**src/rtl/sram_bridge_p.sv**
```systemverilog
`default_nettype none
// ============================================================================
//  Module      : sram_bridge_p
//  Description : Avalon-MM slave to asynchronous SRAM bridge with
//                configurable data/address width, per-lane byte enables,
//                programmable read/write wait states, a read-to-write bus
//                turnaround and a sticky protocol-error flag.
//  Revision    : 1.0 - initial release
// ----------------------------------------------------------------------------
//  Ports
//    clk_clk            : system clock
//    reset_reset_n      : asynchronous active-low reset
//    avs_address        : word address
//    avs_read/avs_write : command strobes (held by master while waitrequest)
//    avs_writedata      : write data
//    avs_byteenable     : write lane enables
//    avs_waitrequest    : command not accepted this cycle
//    avs_readdata       : read data
//    avs_readdatavalid  : single-cycle read data valid pulse
//    sram_addr          : SRAM address
//    sram_dq_in         : DQ pin input
//    sram_dq_out        : DQ drive value
//    sram_dq_oe         : DQ output enable (tristate control for the top)
//    sram_be_n          : active-low lane selects
//    sram_ce_n          : chip enable (active low)
//    sram_oe_n          : output enable (active low)
//    sram_we_n          : write enable (active low)
//    sram_err           : sticky protocol-error flag
// ============================================================================
module sram_bridge_p #(
  parameter int DATA_W      = 16,
  parameter int ADDR_W      = 20,
  parameter int RD_WAIT     = 1,
  parameter int WR_WAIT     = 1,
  parameter int TURN_CYCLES = 1,
  localparam int BE_W       = DATA_W / 8
) (
  input  logic              clk_clk,
  input  logic              reset_reset_n,
  input  logic [ADDR_W-1:0] avs_address,
  input  logic              avs_read,
  input  logic              avs_write,
  input  logic [DATA_W-1:0] avs_writedata,
  input  logic [BE_W-1:0]   avs_byteenable,
  output logic              avs_waitrequest,
  output logic [DATA_W-1:0] avs_readdata,
  output logic              avs_readdatavalid,
  output logic [ADDR_W-1:0] sram_addr,
  input  logic [DATA_W-1:0] sram_dq_in,
  output logic [DATA_W-1:0] sram_dq_out,
  output logic              sram_dq_oe,
  output logic [BE_W-1:0]   sram_be_n,
  output logic              sram_ce_n,
  output logic              sram_oe_n,
  output logic              sram_we_n,
  output logic              sram_err
);

  typedef enum logic [2:0] {
    S_IDLE    = 3'd0,
    S_TURN    = 3'd1,
    S_RD      = 3'd2,
    S_WR      = 3'd3,
    S_WR_HOLD = 3'd4
  } state_t;

  localparam logic [3:0] c_rd_wait   = 4'(RD_WAIT);
  localparam logic [3:0] c_wr_wait   = 4'(WR_WAIT);
  // The turnaround counter counts down to zero, so it is loaded with N-1.
  localparam logic [3:0] c_turn_init = (TURN_CYCLES > 0) ? 4'(TURN_CYCLES - 1) : 4'd0;
  localparam logic       c_turn_en   = (TURN_CYCLES > 0);
  localparam logic       c_op_read   = 1'b1;
  localparam logic       c_op_write  = 1'b0;

  state_t              r_state, w_state_nxt;
  logic [3:0]          r_cnt, w_cnt_nxt;
  logic                r_last_op, w_last_op_nxt;
  logic [BE_W-1:0]     r_be, w_be_nxt;
  logic [ADDR_W-1:0]   r_addr, w_addr_nxt;
  logic [DATA_W-1:0]   r_dq_out, w_dq_out_nxt;
  logic                r_dq_oe, w_dq_oe_nxt;
  logic [BE_W-1:0]     r_be_n, w_be_n_nxt;
  logic                r_ce_n, w_ce_n_nxt;
  logic                r_oe_n, w_oe_n_nxt;
  logic                r_we_n, w_we_n_nxt;
  logic [DATA_W-1:0]   r_rdata, w_rdata_nxt;
  logic                r_rvalid, w_rvalid_nxt;
  logic                r_err, w_err_nxt;

  always_ff @(posedge clk_clk or negedge reset_reset_n) begin
    if (!reset_reset_n) begin
      r_state   <= S_IDLE;
      r_cnt     <= 4'd0;
      r_last_op <= c_op_write;
      r_be      <= '0;
      r_addr    <= '0;
      r_dq_out  <= '0;
      r_dq_oe   <= 1'b0;
      r_be_n    <= '1;
      r_ce_n    <= 1'b1;
      r_oe_n    <= 1'b1;
      r_we_n    <= 1'b1;
      r_rdata   <= '0;
      r_rvalid  <= 1'b0;
      r_err     <= 1'b0;
    end else begin
      r_state   <= w_state_nxt;
      r_cnt     <= w_cnt_nxt;
      r_last_op <= w_last_op_nxt;
      r_be      <= w_be_nxt;
      r_addr    <= w_addr_nxt;
      r_dq_out  <= w_dq_out_nxt;
      r_dq_oe   <= w_dq_oe_nxt;
      r_be_n    <= w_be_n_nxt;
      r_ce_n    <= w_ce_n_nxt;
      r_oe_n    <= w_oe_n_nxt;
      r_we_n    <= w_we_n_nxt;
      r_rdata   <= w_rdata_nxt;
      r_rvalid  <= w_rvalid_nxt;
      r_err     <= w_err_nxt;
    end
  end

  // Next-state logic also produces the next value of every registered pin,
  // so each strobe changes on the same edge as the state it belongs to.
  always_comb begin
    w_state_nxt   = r_state;
    w_cnt_nxt     = r_cnt;
    w_last_op_nxt = r_last_op;
    w_be_nxt      = r_be;
    w_addr_nxt    = r_addr;
    w_dq_out_nxt  = r_dq_out;
    w_dq_oe_nxt   = r_dq_oe;
    w_be_n_nxt    = r_be_n;
    w_ce_n_nxt    = r_ce_n;
    w_oe_n_nxt    = r_oe_n;
    w_we_n_nxt    = r_we_n;
    w_rdata_nxt   = r_rdata;
    w_rvalid_nxt  = 1'b0;
    w_err_nxt     = r_err;

    case (r_state)
      S_IDLE: begin
        if (avs_read) begin
          // A simultaneous write is dropped and flagged.
          if (avs_write) begin
            w_err_nxt = 1'b1;
          end
          w_state_nxt   = S_RD;
          w_cnt_nxt     = c_rd_wait;
          w_addr_nxt    = avs_address;
          w_last_op_nxt = c_op_read;
          w_ce_n_nxt    = 1'b0;
          w_oe_n_nxt    = 1'b0;
          w_be_n_nxt    = '0;
          w_dq_oe_nxt   = 1'b0;
        end else if (avs_write && (avs_byteenable != '0)) begin
          w_addr_nxt    = avs_address;
          w_dq_out_nxt  = avs_writedata;
          w_be_nxt      = avs_byteenable;
          w_last_op_nxt = c_op_write;
          if (c_turn_en && (r_last_op == c_op_read)) begin
            // Let the SRAM release DQ before the bridge starts driving it.
            w_state_nxt = S_TURN;
            w_cnt_nxt   = c_turn_init;
          end else begin
            w_state_nxt = S_WR;
            w_cnt_nxt   = c_wr_wait;
            w_ce_n_nxt  = 1'b0;
            w_we_n_nxt  = 1'b0;
            w_oe_n_nxt  = 1'b1;
            w_dq_oe_nxt = 1'b1;
            w_be_n_nxt  = ~avs_byteenable;
          end
        end
      end

      S_TURN: begin
        if (r_cnt == 4'd0) begin
          w_state_nxt = S_WR;
          w_cnt_nxt   = c_wr_wait;
          w_ce_n_nxt  = 1'b0;
          w_we_n_nxt  = 1'b0;
          w_oe_n_nxt  = 1'b1;
          w_dq_oe_nxt = 1'b1;
          w_be_n_nxt  = ~r_be;
        end else begin
          w_cnt_nxt = r_cnt - 4'd1;
        end
      end

      S_RD: begin
        if (r_cnt == 4'd0) begin
          // Last strobe cycle: capture DQ and release the bus.
          w_rdata_nxt  = sram_dq_in;
          w_rvalid_nxt = 1'b1;
          w_state_nxt  = S_IDLE;
          w_ce_n_nxt   = 1'b1;
          w_oe_n_nxt   = 1'b1;
          w_be_n_nxt   = '1;
        end else begin
          w_cnt_nxt = r_cnt - 4'd1;
        end
      end

      S_WR: begin
        if (r_cnt == 4'd0) begin
          // WE_N rises while CE_N and DQ stay put to meet data hold.
          w_state_nxt = S_WR_HOLD;
          w_we_n_nxt  = 1'b1;
        end else begin
          w_cnt_nxt = r_cnt - 4'd1;
        end
      end

      S_WR_HOLD: begin
        w_state_nxt = S_IDLE;
        w_ce_n_nxt  = 1'b1;
        w_dq_oe_nxt = 1'b0;
        w_be_n_nxt  = '1;
      end

      default: begin
        w_state_nxt = S_IDLE;
        w_ce_n_nxt  = 1'b1;
        w_oe_n_nxt  = 1'b1;
        w_we_n_nxt  = 1'b1;
        w_dq_oe_nxt = 1'b0;
        w_be_n_nxt  = '1;
      end
    endcase
  end

  assign avs_waitrequest   = (r_state != S_IDLE) || !reset_reset_n;
  assign avs_readdata      = r_rdata;
  assign avs_readdatavalid = r_rvalid;
  assign sram_addr         = r_addr;
  assign sram_dq_out       = r_dq_out;
  assign sram_dq_oe        = r_dq_oe;
  assign sram_be_n         = r_be_n;
  assign sram_ce_n         = r_ce_n;
  assign sram_oe_n         = r_oe_n;
  assign sram_we_n         = r_we_n;
  assign sram_err          = r_err;

endmodule
`default_nettype wire

```
**config.mk**
```make
export PLATFORM = sky130hd
export DESIGN_NAME = sram_bridge_p
export DESIGN_NICKNAME = d
export VERILOG_FILES = /design/src/rtl/sram_bridge_p.sv
export SDC_FILE = /design/constraint.sdc
export NUM_CORES = 1
export LEC_CHECK = 0
export CAP_MARGIN = 10
export CORE_ASPECT_RATIO = 1.4
export CORE_UTILIZATION = 23
export DETAILED_ROUTE_END_ITERATION = 16
export DONT_BUFFER_PORTS = 1
export PLACE_DENSITY = 0.44
export SLEW_MARGIN = 20
export SYNTH_ARGS = -nofsm -noshare
export SYNTH_HDL_FRONTEND = slang
export SYNTH_SLANG_ARGS = --single-unit
export TNS_END_PERCENT = 100
```
**constraint.sdc**
```tcl
create_clock -name clk_clk -period 2.7 [get_ports clk_clk]
set_clock_uncertainty 0.15 [all_clocks]
set_input_delay 0.27 -clock clk_clk [delete_from_list [all_inputs] [get_ports clk_clk]]
set_output_delay 0.27 -clock clk_clk [all_outputs]
set_load 0.05 [all_outputs]
```
== Word-level counts from Yosys, hierarchy flattened ==
Index checks and enable logic that the tools add are counted.

* Register bits: 70
* Input bits: 58
* Output and inout port bits: 61

* Add/sub/neg operators: 1
* Equal/unequal tests: 14
* Multiplexer cells: 38
* Bitwise logic cells: 7
* Reduce and logical (&&, ||, !) cells: 23

{| class="wikitable"
|+ Operators by type and width
! operator !! number
|-
| $mux 20 || 2
|-
| $mux 4 || 4
|-
| $mux 3 || 5
|-
| $mux 1 || 14
|-
| $ne 2x2->1 const B || 7
|-
| $mux 2 || 6
|-
| $pmux 3 s4 || 1
|-
| $pmux 4 s3 || 1
|-
| $reduce_and 4->1 || 3
|-
| $reduce_and 3->1 || 3
|-
| $pmux 1 s4 || 2
|-
| $pmux 2 s4 || 1
|-
| $reduce_or 2->1 || 4
|-
| $eq 3x2->1 const B || 2
|-
| $ne 3x3->1 const B || 2
|-
| $pmux 1 s3 || 2
|-
| $reduce_and 6->1 || 1
|-
| $reduce_bool 3->1 || 2
|-
| $not 1->1 || 5
|-
| $reduce_and 5->1 || 1
|-
| $logic_not 4->1 || 1
|-
| $not 2->2 || 2
|-
| $reduce_and 2->1 || 2
|-
| $reduce_bool 2->1 || 2
|-
| 8 further kinds || 8
|}

== Depth between registers and ports, before layout ==
* Word-level depth: 5
* Gate-level depth with buffers: 7
* Depth with buffers taken out: 6

== Worst setup path after synthesis ==
OpenSTA, ideal clock, no wires.

* Kind: flip-flop to flip-flop
* Start point: reg r_cnt[0]
* End point: reg r_rdata[10] (netlist: avs_readdata[10])
* Setup time: 0.125 ns
* Data arrival time: 1.877 ns
* Required time: 2.425 ns
* Setup slack: 0.548 ns
* Cell stages (with the launch flop): 8
* Period minus slack after synthesis: 2.152 ns
* Path through: dfrtp_1 -> inv_1 -> ha_1 -> or3b_4 -> or3_1 -> buf_6 -> buf_12 -> mux2_4

* Longest elaborated chain between the ends: 2

{| class="wikitable"
|+ Ends and longest elaborated chain
! element !! line !! RTL
|-
| from (decl) || 76 || <nowiki>logic [3:0] r_cnt, w_cnt_nxt;</nowiki>
|-
| from (signal assigned) || 108 || <nowiki>r_cnt <= w_cnt_nxt;</nowiki>
|-
| $logic_not 4->1 || 193 || <nowiki>if (r_cnt == 4'd0) begin</nowiki>
|-
| $reduce_and 2->1 (no source line) || n/a ||
|-
| to (signal assigned) || 118 || <nowiki>r_rdata <= w_rdata_nxt;</nowiki>
|-
| to (decl) || 86 || <nowiki>logic [DATA_W-1:0] r_rdata, w_rdata_nxt;</nowiki>
|}

No other way between the ends.
A chain may end at the register's enable or synchronous reset.

== Worst setup path after layout ==
* Start point: reg r_state[0]
* End point: out avs_waitrequest

* Longest elaborated chain between the ends: 2

{| class="wikitable"
|+ Ends and longest elaborated chain
! element !! line !! RTL
|-
| from (decl) || 75 || <nowiki>state_t r_state, w_state_nxt;</nowiki>
|-
| from (signal assigned) || 107 || <nowiki>r_state <= w_state_nxt;</nowiki>
|-
| $reduce_bool 3->1 || 234 || <nowiki>assign avs_waitrequest = (r_state != S_IDLE) || !reset_reset_n;</nowiki>
|-
| $logic_or 1x1->1 || 234 ||
|-
| to (decl) || 45 || <nowiki>output logic avs_waitrequest,</nowiki>
|}

No other way between the ends.

==> flow_summary.yaml <==
clock_tree:
  ctsHoldBuffers: 58
  insertion_delay_ns: 0.33
  path_clk_slew_ns: 0.05
  cts_sinks: 70
  numCtsBuffers: 9
  ctsResizeCount: 0
  h-tree-depth: 3
  clock-root-buffer: "clkbuf_16"
  cts_setup_buffers: 0
  clock_path_buffers: 2
  cts_tree: "yes"
synth:
  synthTopCellsByArea: "dfrtp_1, mux2_2, mux2_4"
  netlist_area_um2: 2950
  avgSynthCellArea_um2: 13.9
  ys.warnings.count: 0
  ys.flop_type: "dfrtp_1"
  syn_inst: 213
  synth-edff-count: 0
  yosysTopAreaCell: "dfrtp_1"
  netlist-cell-type-count: 42
  synth-seq-cells: 70
  synthMuxAreaShare_pct: 22.4
  synth_xor_area_share_pct: 0
  synthAdderAreaFrac_pct: 0.424
  ys_seq_area_share_pct: 59.5
  async_flop_share_pct: 100
  synth_compound_area_share_pct: 6.23
  synth_top_family_by_area: "multiplexers"
  synth_top_cell_area_share_pct: 55.1
  syn_nets: 272
  synth_simple_gate_area_share_pct: 8.35
sta:
  drv_slew: 0
  rsz0062_at_grt: "false"
  tightestPinTransition_ns: 0.669
  final-hold-violation-count: 0
  timing.setup.tns_ns: 0
  setup_violations: 0
  relSlewSlack_pct: 55.3
  fin_crit_ns: 2.21
  max_freq_mhz: 452
  fin_crit_sh_pct: 82.0
floorplan:
  rows: 48
  ioPinCount: 119
  start_util_pct: 23.8
  core_um2: 12400
  die_area_um2: 13300
  die-height_um: 136
  die_width_um: 97.8
global_route:
  grt_max_degree: 71
  grtUsageTotal_pct: 10.9
  grt_pass1_wl_um: 11000
  grt_pass1_vias: 2186
  grt-ovfl-total: 0
  antenna_found_initial: 0
routing:
  wl_met3_um: 519
  final_antenna_net_count: 0
  dr.pass1.iters: 10
  num_vias: 1991
  wl_um: 6940
  highest_layer: "met4"
  first_iter_violations: 68
  drt-met1-wl_um: 2630
  wl_met2_um: 3710
  route.detailed.drc: 14
  avgViaCountPerCell: 4.59
  wl_per_cell_um: 16.0
setup_path:
  end_kind: "primary output"
  rrSetupSlack_ns: 0.51
  critPathLaunchType: "flip-flop"
  r2r_cells: 6
  critPathKind: "flip-flop to primary output"
  crit_fanout: 17
  cp_slowest_cell: "nand2_1"
  worstPathArrival_ns: 1.79
  r2r_start: "r_cnt[0]"
  slowest_delay_ns: 0.44
  required_ns: 2.28
  path_cells: "buf_4 > nor3_1 > nand2_1"
  r2r-end: "avs_readdata[11]"
run_status:
  violations: "DRC"
  status: "finished, violations left"
flow_run:
  maxCapViolCount: 0
place:
  gp_congestion: 0.718
  post-dp-hpwl_um: 4280
  numPortBuffers: 0
cells_and_area:
  final_nets: 338
  num-fill-cells: 1227
  post-route-util_pct: 32.2
  drive_gt1_share_pct: 31.0
  num_antenna_cells: 0
  synthToLayoutAreaGrowth_pct: 35.4
worst_hold_path:
  holdPathStages: 3
  whs_endpoint: "r_state[0]"
  hold_start: "avs_read"
  hold_class: "input pin to flip-flop"
==> critical path: cells and delay by family (launching register included) <==
| family | cells | cell delay [ns] |
|---|---|---|
| buffers and inverters | 1 | 0.21 |
| and+or+nand+nor | 2 | 0.85 |
| DFF | 1 | 0.41 |
==> per-layer routing <==
layer,GRT usage [%],vias up
li1,-,899
met1,11.1,996
met2,19.5,91
met3,4.52,5
met4,4.88,0
met5,0,-
==> through the flow <==
step | hold slack [ns] | setup slack [ns] | area (um2) | instances
after floorplan | -0.176 | 0.548 | 2950 | 213
after global placement | -0.174 | 0.537 | 3120 | 360
after detailed placement | -0.174 | 0.506 | 3120 | 360
after CTS | 0.0270 | 0.451 | 4000 | 434
after global routing | 0.0503 | 0.332 | 4000 | 434
final | 0.0456 | 0.485 | 4000 | 434
==> sequential cells by signal, indices dropped and copies added, names as in the netlist, 2 cells and up <==
name / cells
sram_addr: 20
sram_dq_out: 16
avs_readdata: 16
r_cnt: 4
sram_be_n: 2
r_be: 2
r_state: 3
==> synth_stat cells (2+ instances only) <==
cell type / number
a21oi_1: 6
buf_2: 2
buf_6: 2
clkbuf_1: 4
dfrtp_1: 65
dfstp_2: 5
inv_1: 4
mux2_2: 45
mux2_4: 9
mux2i_1: 2
nand2_1: 9
nand2b_1: 2
nor2_1: 5
nor2b_1: 4
nor3_1: 12
nor3b_1: 2
nor4_1: 3
o211ai_1: 2
o21ai_0: 4
o41ai_1: 2
or2_2: 2
or3_1: 2
==> worst max path at each step <==
stage          depth (start not counted)  startpoint                to
4_1_cts                                3  r_state[0]   avs_waitrequest
5_1_grt                                3  r_state[0]   avs_waitrequest
3_5_place_dp                           6    r_cnt[0]  avs_readdata[14]
3_3_place_gp                           5  r_state[1]    sram_dq_out[6]
6_report                               3  r_state[0]   avs_waitrequest
2_1_floorplan                          7    r_cnt[0]  avs_readdata[10]
==> cell families (layout without fill, tap and decap cells) <==
kind of cell,count (synthesis),count (layout)
multiplexers,56,56
buffers and inverters,14,85
adder cells (fa/ha/maj),1,1
AO/OA/AOI/OAI,27,27
AND/OR/NAND/NOR,45,45
flip-flops,70,70
==> final cells by class <==
class / count / area (um2) / share of cell area, %
timing repair buffer: 65 / 651 / 16.3
sequential: 70 / 1760 / 44.0
clock buffer: 10 / 229 / 5.73
clock inverter: 6 / 46.3 / 1.16
tap: 150 / 188 / 4.69
multi-input combinational: 129 / 1110 / 27.8
inverter: 4 / 15.0 / 0.376
==> cell usage in the layout (no fill, tap or decap), types with 2 or more instances in the layout <==
cell | Yosys | routed
inv_1 | 4 | 4
nor2b_1 | 4 | 4
a21oi_1 | 6 | 6
nor2_1 | 5 | 5
o21ai_0 | 4 | 4
nand2_1 | 9 | 9
nor3b_1 | 2 | 2
nor3_1 | 12 | 12
nand2b_1 | 2 | 2
dfstp_2 | 5 | 5
mux2_4 | 9 | 9
or2_2 | 2 | 2
or3_1 | 2 | 2
buf_4 | 1 | 7
dfrtp_1 | 65 | 65
o41ai_1 | 2 | 2
clkinv_4 | 0 | 2
o211ai_1 | 2 | 2
clkinvlp_4 | 0 | 2
mux2_2 | 45 | 45
nor4_1 | 3 | 3
mux2i_1 | 2 | 2
clkbuf_16 | 0 | 9
dlygate4sd3_1 | 0 | 57
Power is left out: the tool's default activity adds up to more than one toggle a clock period on the data nets, which glitch-free logic cannot reach.
